**config.mk**
```make
export PLATFORM = sky130hd
export DESIGN_NAME = reg_file
export DESIGN_NICKNAME = d
export VERILOG_FILES = /design/src/rtl/reg_file.sv
export SDC_FILE = /design/constraint.sdc
export NUM_CORES = 2
export LEC_CHECK = 0
export BUFFER_PORTS_ARGS = -buffer_cell sky130_fd_sc_hd__buf_2
export CAP_MARGIN = 20
export CORE_MARGIN = 3
export CORE_UTILIZATION = 55
export DETAILED_ROUTE_END_ITERATION = 10
export GPL_TIMING_DRIVEN = 0
export PLACE_DENSITY = 0.8
export SLEW_MARGIN = 40
export SYNTH_ARGS = -nofsm -noshare
export SYNTH_HDL_FRONTEND = slang
export SYNTH_SLANG_ARGS = --single-unit
```
**constraint.sdc**
```tcl
create_clock -name clk_i -period 2 [get_ports clk_i]
set_input_delay 0 -clock clk_i [delete_from_list [all_inputs] [get_ports clk_i]]
set_output_delay 0 -clock clk_i [all_outputs]
set_load 0.1 [all_outputs]
```
**src/rtl/reg_file.sv**
```systemverilog
// CPU general-purpose register file: two combinational read ports, one synchronous write port, r0 hardwired to zero.
// Optional write-to-read forwarding is enabled by defining REG_FILE_BYPASS_EN.
module reg_file #(
    parameter int DATA_W  = 32,
    parameter int ADDR_W  = 5,
    parameter int SP_IDX  = 29,
    parameter int SP_INIT = 128
) (
    input  logic              clk_i,
    input  logic              rst_i,
    input  logic [ADDR_W-1:0] rs_addr_i,
    input  logic [ADDR_W-1:0] rt_addr_i,
    input  logic [ADDR_W-1:0] rd_addr_i,
    input  logic [DATA_W-1:0] rd_data_i,
    input  logic              reg_write_i,
    output logic [DATA_W-1:0] rs_data_o,
    output logic [DATA_W-1:0] rt_data_o
);

    localparam int DEPTH = 2 ** ADDR_W;

    // Packed so each slice can be owned by its own generate branch without multi-driver issues.
    logic [DEPTH-1:0][DATA_W-1:0] regs;

    assign regs[0] = '0;

    generate
        for (genvar gi = 1; gi < DEPTH; gi++) begin : g_reg
            localparam logic [DATA_W-1:0] RESET_VAL =
                (gi == SP_IDX) ? DATA_W'(SP_INIT) : '0;
            logic [DATA_W-1:0] q_reg;

            always_ff @(posedge clk_i or negedge rst_i) begin
                if (!rst_i) begin
                    q_reg <= RESET_VAL;
                end else if (reg_write_i && (rd_addr_i == ADDR_W'(gi))) begin
                    q_reg <= rd_data_i;
                end
            end

            assign regs[gi] = q_reg;
        end
    endgenerate

    logic [DATA_W-1:0] rs_array;
    logic [DATA_W-1:0] rt_array;

    assign rs_array = regs[rs_addr_i];
    assign rt_array = regs[rt_addr_i];

`ifdef REG_FILE_BYPASS_EN
    logic write_live;
    logic rs_fwd;
    logic rt_fwd;

    // A pending write to r0, or any write while in reset, never forwards.
    assign write_live = rst_i && reg_write_i && (rd_addr_i != '0);
    assign rs_fwd     = write_live && (rd_addr_i == rs_addr_i);
    assign rt_fwd     = write_live && (rd_addr_i == rt_addr_i);

    assign rs_data_o = rs_fwd ? rd_data_i : rs_array;
    assign rt_data_o = rt_fwd ? rd_data_i : rt_array;
`else
    assign rs_data_o = rs_array;
    assign rt_data_o = rt_array;
`endif

endmodule

```
# Word-level counts from Yosys, hierarchy flattened
# Index checks and enable logic that the tools add are counted.
[totals] output_inout_bits=64 inputBits=50 word_cells=99 regBits=992
[op_classes] n_eq_ne=31 mux=4 reduce_logical=31 magnitude_cmp=2
[op_table] op="$bmux 32 s5" n=2
[op_table] op="$eq 5x5->1 const B" n=16
[op_table] op="$mux 32" n=2
[op_table] op="$eq 5x4->1 const B" n=8
[op_table] op="$logic_and 1x1->1" n=31
[op_table] op="$eq 5x3->1 const B" n=4
[op_table] op="$lt 5x6->1 const B" n=2
[op_table] op="$eq 5x2->1 const B" n=2
[op_table] op="$eq 5x1->1 const B" n=1

# Depth between registers and ports, before layout
[logic_depth] ltp_word=2 mapped_depth=9 ltp_nobuf=4

# Worst setup path after synthesis
# Ideal clock, no wire load.
[synth_path] path_kind="input to output" startpoint="in rt_addr_i[0]" endpoint="out rt_data_o[23]" cell_stages=9 setup_slack_ps=-1285 n_path_buf=5 required_ps=2000 arrival_ps=3285 cell_sequence="buf_2 -> buf_6 -> buf_6 -> buf_6 -> buf_6 -> mux2i_1 -> o22ai_1 -> a211oi_1 -> o31ai_1"
[synth_via] elab_chain_cells=2
[synth_rtl] element="start: declaration" line="12" text="input logic [ADDR_W-1:0] rt_addr_i,"
[synth_rtl] element="$bmux 32 s5" line="49" text="assign rt_array = regs[rt_addr_i];"
[synth_rtl] element="$mux 32 (not written as such)" line="49"
[synth_rtl] element="end: declaration" line="17" text="output logic [DATA_W-1:0] rt_data_o"
# No other way between the ends. The select of a mux whose other input is x is not followed.

# Worst setup path in the final report
[layout_path] startpoint="in rt_addr_i[1]" endpoint="out rt_data_o[0]"
# The elaborated chain is that of the path after synthesis.

==> results.toml <==
[outcome]
status = "finished, violations left"
violations = "negative hold slack, negative setup slack"

[detailed_routing]
wl_per_cell_um = 35.1
drc = 0
vias_per_cell = 7.28
dr.pass1.iters = 7
drt-total-wl_mm = 185
drt_iter0_markers = 5410
ant_nets = 0
num_vias = 38400

[yosys]
ys_seq_elements = 992
synth_top_cell_area_share_pct = 46.6
synth.area.top_cells = "dfrtp_1, mux2_2, mux4_2"
async_flop_share_pct = 100
yosys_most_used_dff = "dfrtp_1"
synth_fp_nets = 3689
synth_enable_flop_cells = 0
avgSynthCellArea_sq_um = 14.6
netlist_top_cells_count = "dfrtp_1, mux2_2, mux4_2"
seq_area_frac_synth_pct = 46.7
synth_area_sq_mm = 0.0532
synth.distinct_cells = 31
synth_top_cell_by_area = "dfrtp_1"
synthCells = 3639
yosys_warnings = 0
synth_most_common_cell = "dfrtp_1"

[worst_setup_path]
max_stage_delay_ns = 0.46
r2r_end = "g_reg[25].q_reg[9]$_DFFE_PN0P_"
startpoint_type = "input pin"
crit_path_end_kind = "primary output"
critPathMostFrequentCell = "buf_2"
crit_end = "rt_data_o[0]"
arrival_ns = 2.52
crit_path_max_fanout = 10
r2r_start = "g_reg[25].q_reg[9]$_DFFE_PN0P_"
reg2reg_depth = 3
path_cells = "buf_2 > buf_2 > nand2b_1 > clkbuf_2 > o22ai_1 > a211oi_1 > o31ai_4 > buf_12"
startpoint = "rt_addr_i[1]"
r2r_setup_slack_ns = 0.91
worstSetupPathType = "input pin to primary output"
crit_slowest_cell = "nand2b_1"
cp_data_required_time_ns = 2.00

[clock_network]
cts_tree = "built"
path_clk_slew_ns = 0.06
root_buffer = "clkbuf_16"
hold_buffers = 37
htree_levels = 3
cts.sinks = 992
cts_buffer_depth = 3
clk_latency_ns = 0.71
cts_inserted_buffers = 101

[timing]
min_period_over_period_pct = 126
tightestPinTransition_ns = 0.951
worst_slack_ns = -0.515
max_freq_ghz = 0.398
clock_skew_ns = 0
hold_ws_ns = -0.179
layout_min_cycle_time_ns = 2.52
finalSetupViolCount = 90
rsz0062_at_grt = "true"
max-slew-margin-rel_pct = 36.6
fin_setup_tns_ns = -27.06
finalHoldViolCount = 63
slew_viol_final = 0

[placement]
dp.cells = 5024
dp_worst_setup_slack_ns = -1.19
gp_congestion = 0.966
portBuffers = 105
hpwl_mm = 124

[final_layout]
largest_register_ffs = 992
final_cells = 5278
drive_gt1_share_pct = 52.2
syn_to_final_growth_pct = 17.7
fin_nets = 3970

[global_route]
grt_usage_pct = 36.8
grt_pass1_wl_mm = 265
grt_overflow = 0
grt_max_degree = 103
grt_pass1_vias = 39400
grt_antenna_before_repair = 6

[floorplanning]
io_pins = 114
die_x_um = 317
row_count = 113
fp.dieH_um = 317
dieArea_sq_mm = 0.100
core_area_sq_mm = 0.0954
start_util_pct = 55.7

[power_and_ir_drop]
total_power_mw = 64.1
p_per_area_mw_per_mm2 = 1020
peakVddDrop_mv = 0.863
leakagePower_nw = 27.2

[hold_path]
min_path_type = "input pin to asynchronous set/reset pin"

[flow_run]
max_cap_violations = 0
==> logic make-up after synthesis <==
family          share of synthesized area, %
compound gates                          6.32
simple gates                            1.82
flops                                   46.7
buf+inv                                 3.55
mux                                     41.6
==> per-layer routing <==
layer	global-route usage [%]	vias to the layer above	routed length (um)
met2	54.9	2995	83000
met1	47.4	20000	66900
li1	-	14700	-
met4	22.2	6	13100
met5	1.02	-	136
met3	11.4	787	22200
==> cell usage in the layout (no fill, tap or decap), types with 12 or more instances in the layout <==
cell type	count
nand2_1	78
clkbuf_2	68
clkbuf_16	103
mux2_2	951
o22ai_1	64
clkbuf_8	22
o21ai_4	35
clkinv_2	23
buf_6	12
mux4_2	384
a211oi_1	28
bufinv_16	12
buf_12	65
buf_16	16
o31ai_4	64
mux2_1	105
mux2i_1	160
dlygate4sd3_1	37
a22o_1	192
and3_1	32
buf_4	59
o21ai_2	29
clkbuf_1	154
buf_2	167
clkbuf_4	13
a211oi_2	36
dfrtp_1	991
and2_1	34
==> worst max-delay path: cells and delay by family <==
kind / cells / cell delay, ns
buffers and inverters: 4 / 1.25
and+or+nand+nor: 1 / 0.46
AOI/OAI and AO/OA: 3 / 0.78
==> how the worst min path moves through the flow <==
stage                  start                         endpoint  slack (ns)  depth (start not counted)
2_1_floorplan          rst_i   g_reg[10].q_reg[0]$_DFFE_PN0P_       -0.30                          0
3_3_place_gp   rd_data_i[21]  g_reg[25].q_reg[21]$_DFFE_PN0P_        0.26                          2
3_5_place_dp           rst_i   g_reg[28].q_reg[4]$_DFFE_PN0P_       -0.06                          1
4_1_cts                rst_i   g_reg[30].q_reg[4]$_DFFE_PN0P_       -0.16                          2
5_1_grt                rst_i   g_reg[31].q_reg[5]$_DFFE_PN0P_       -0.13                          2
6_report               rst_i   g_reg[30].q_reg[4]$_DFFE_PN0P_       -0.18                          2
==> cell type report <==
cell class / instances / area (sq um)
inverters: 2 / 7.51
clock inverters: 48 / 629
plain buffers: 407 / 2070
clock buffers: 142 / 2910
multi-input cells: 2237 / 28100
flip-flops and latches: 992 / 24800
fillers: 6538 / 32800
well taps: 1265 / 1580
diodes: 6 / 15.0
repair buffers: 179 / 2490
==> through the flow <==
stage               hold slack (ns)  instance area (sq um)  utilization, %
detailed placement          -0.0605                  56700            59.4
floorplan                    -0.296                  54100               -
global route                 -0.134                  62600            65.6
CTS                          -0.161                  62400            65.4
finish                       -0.179                  62600            65.6
global placement              0.259                  56200            58.9
==> timing repair <==
action | 4_1_cts | 5_1_grt
setup buffers | 12 | 7
gates resized for setup | 446 | 28
pin swaps | 105 | 43
setup endpoints to repair | 64 | 226
gates cloned | 0 | 1
hold endpoints to repair | 396 | 63
==> where the power goes <==
part / internal, mW / switching [mW] / total (mW)
clock: 11.8 / 8.61 / 20.4
sequential: 24.0 / 3.13 / 27.1
combinational: 8.59 / 7.98 / 16.6
Power figures use the tool's default switching activity.
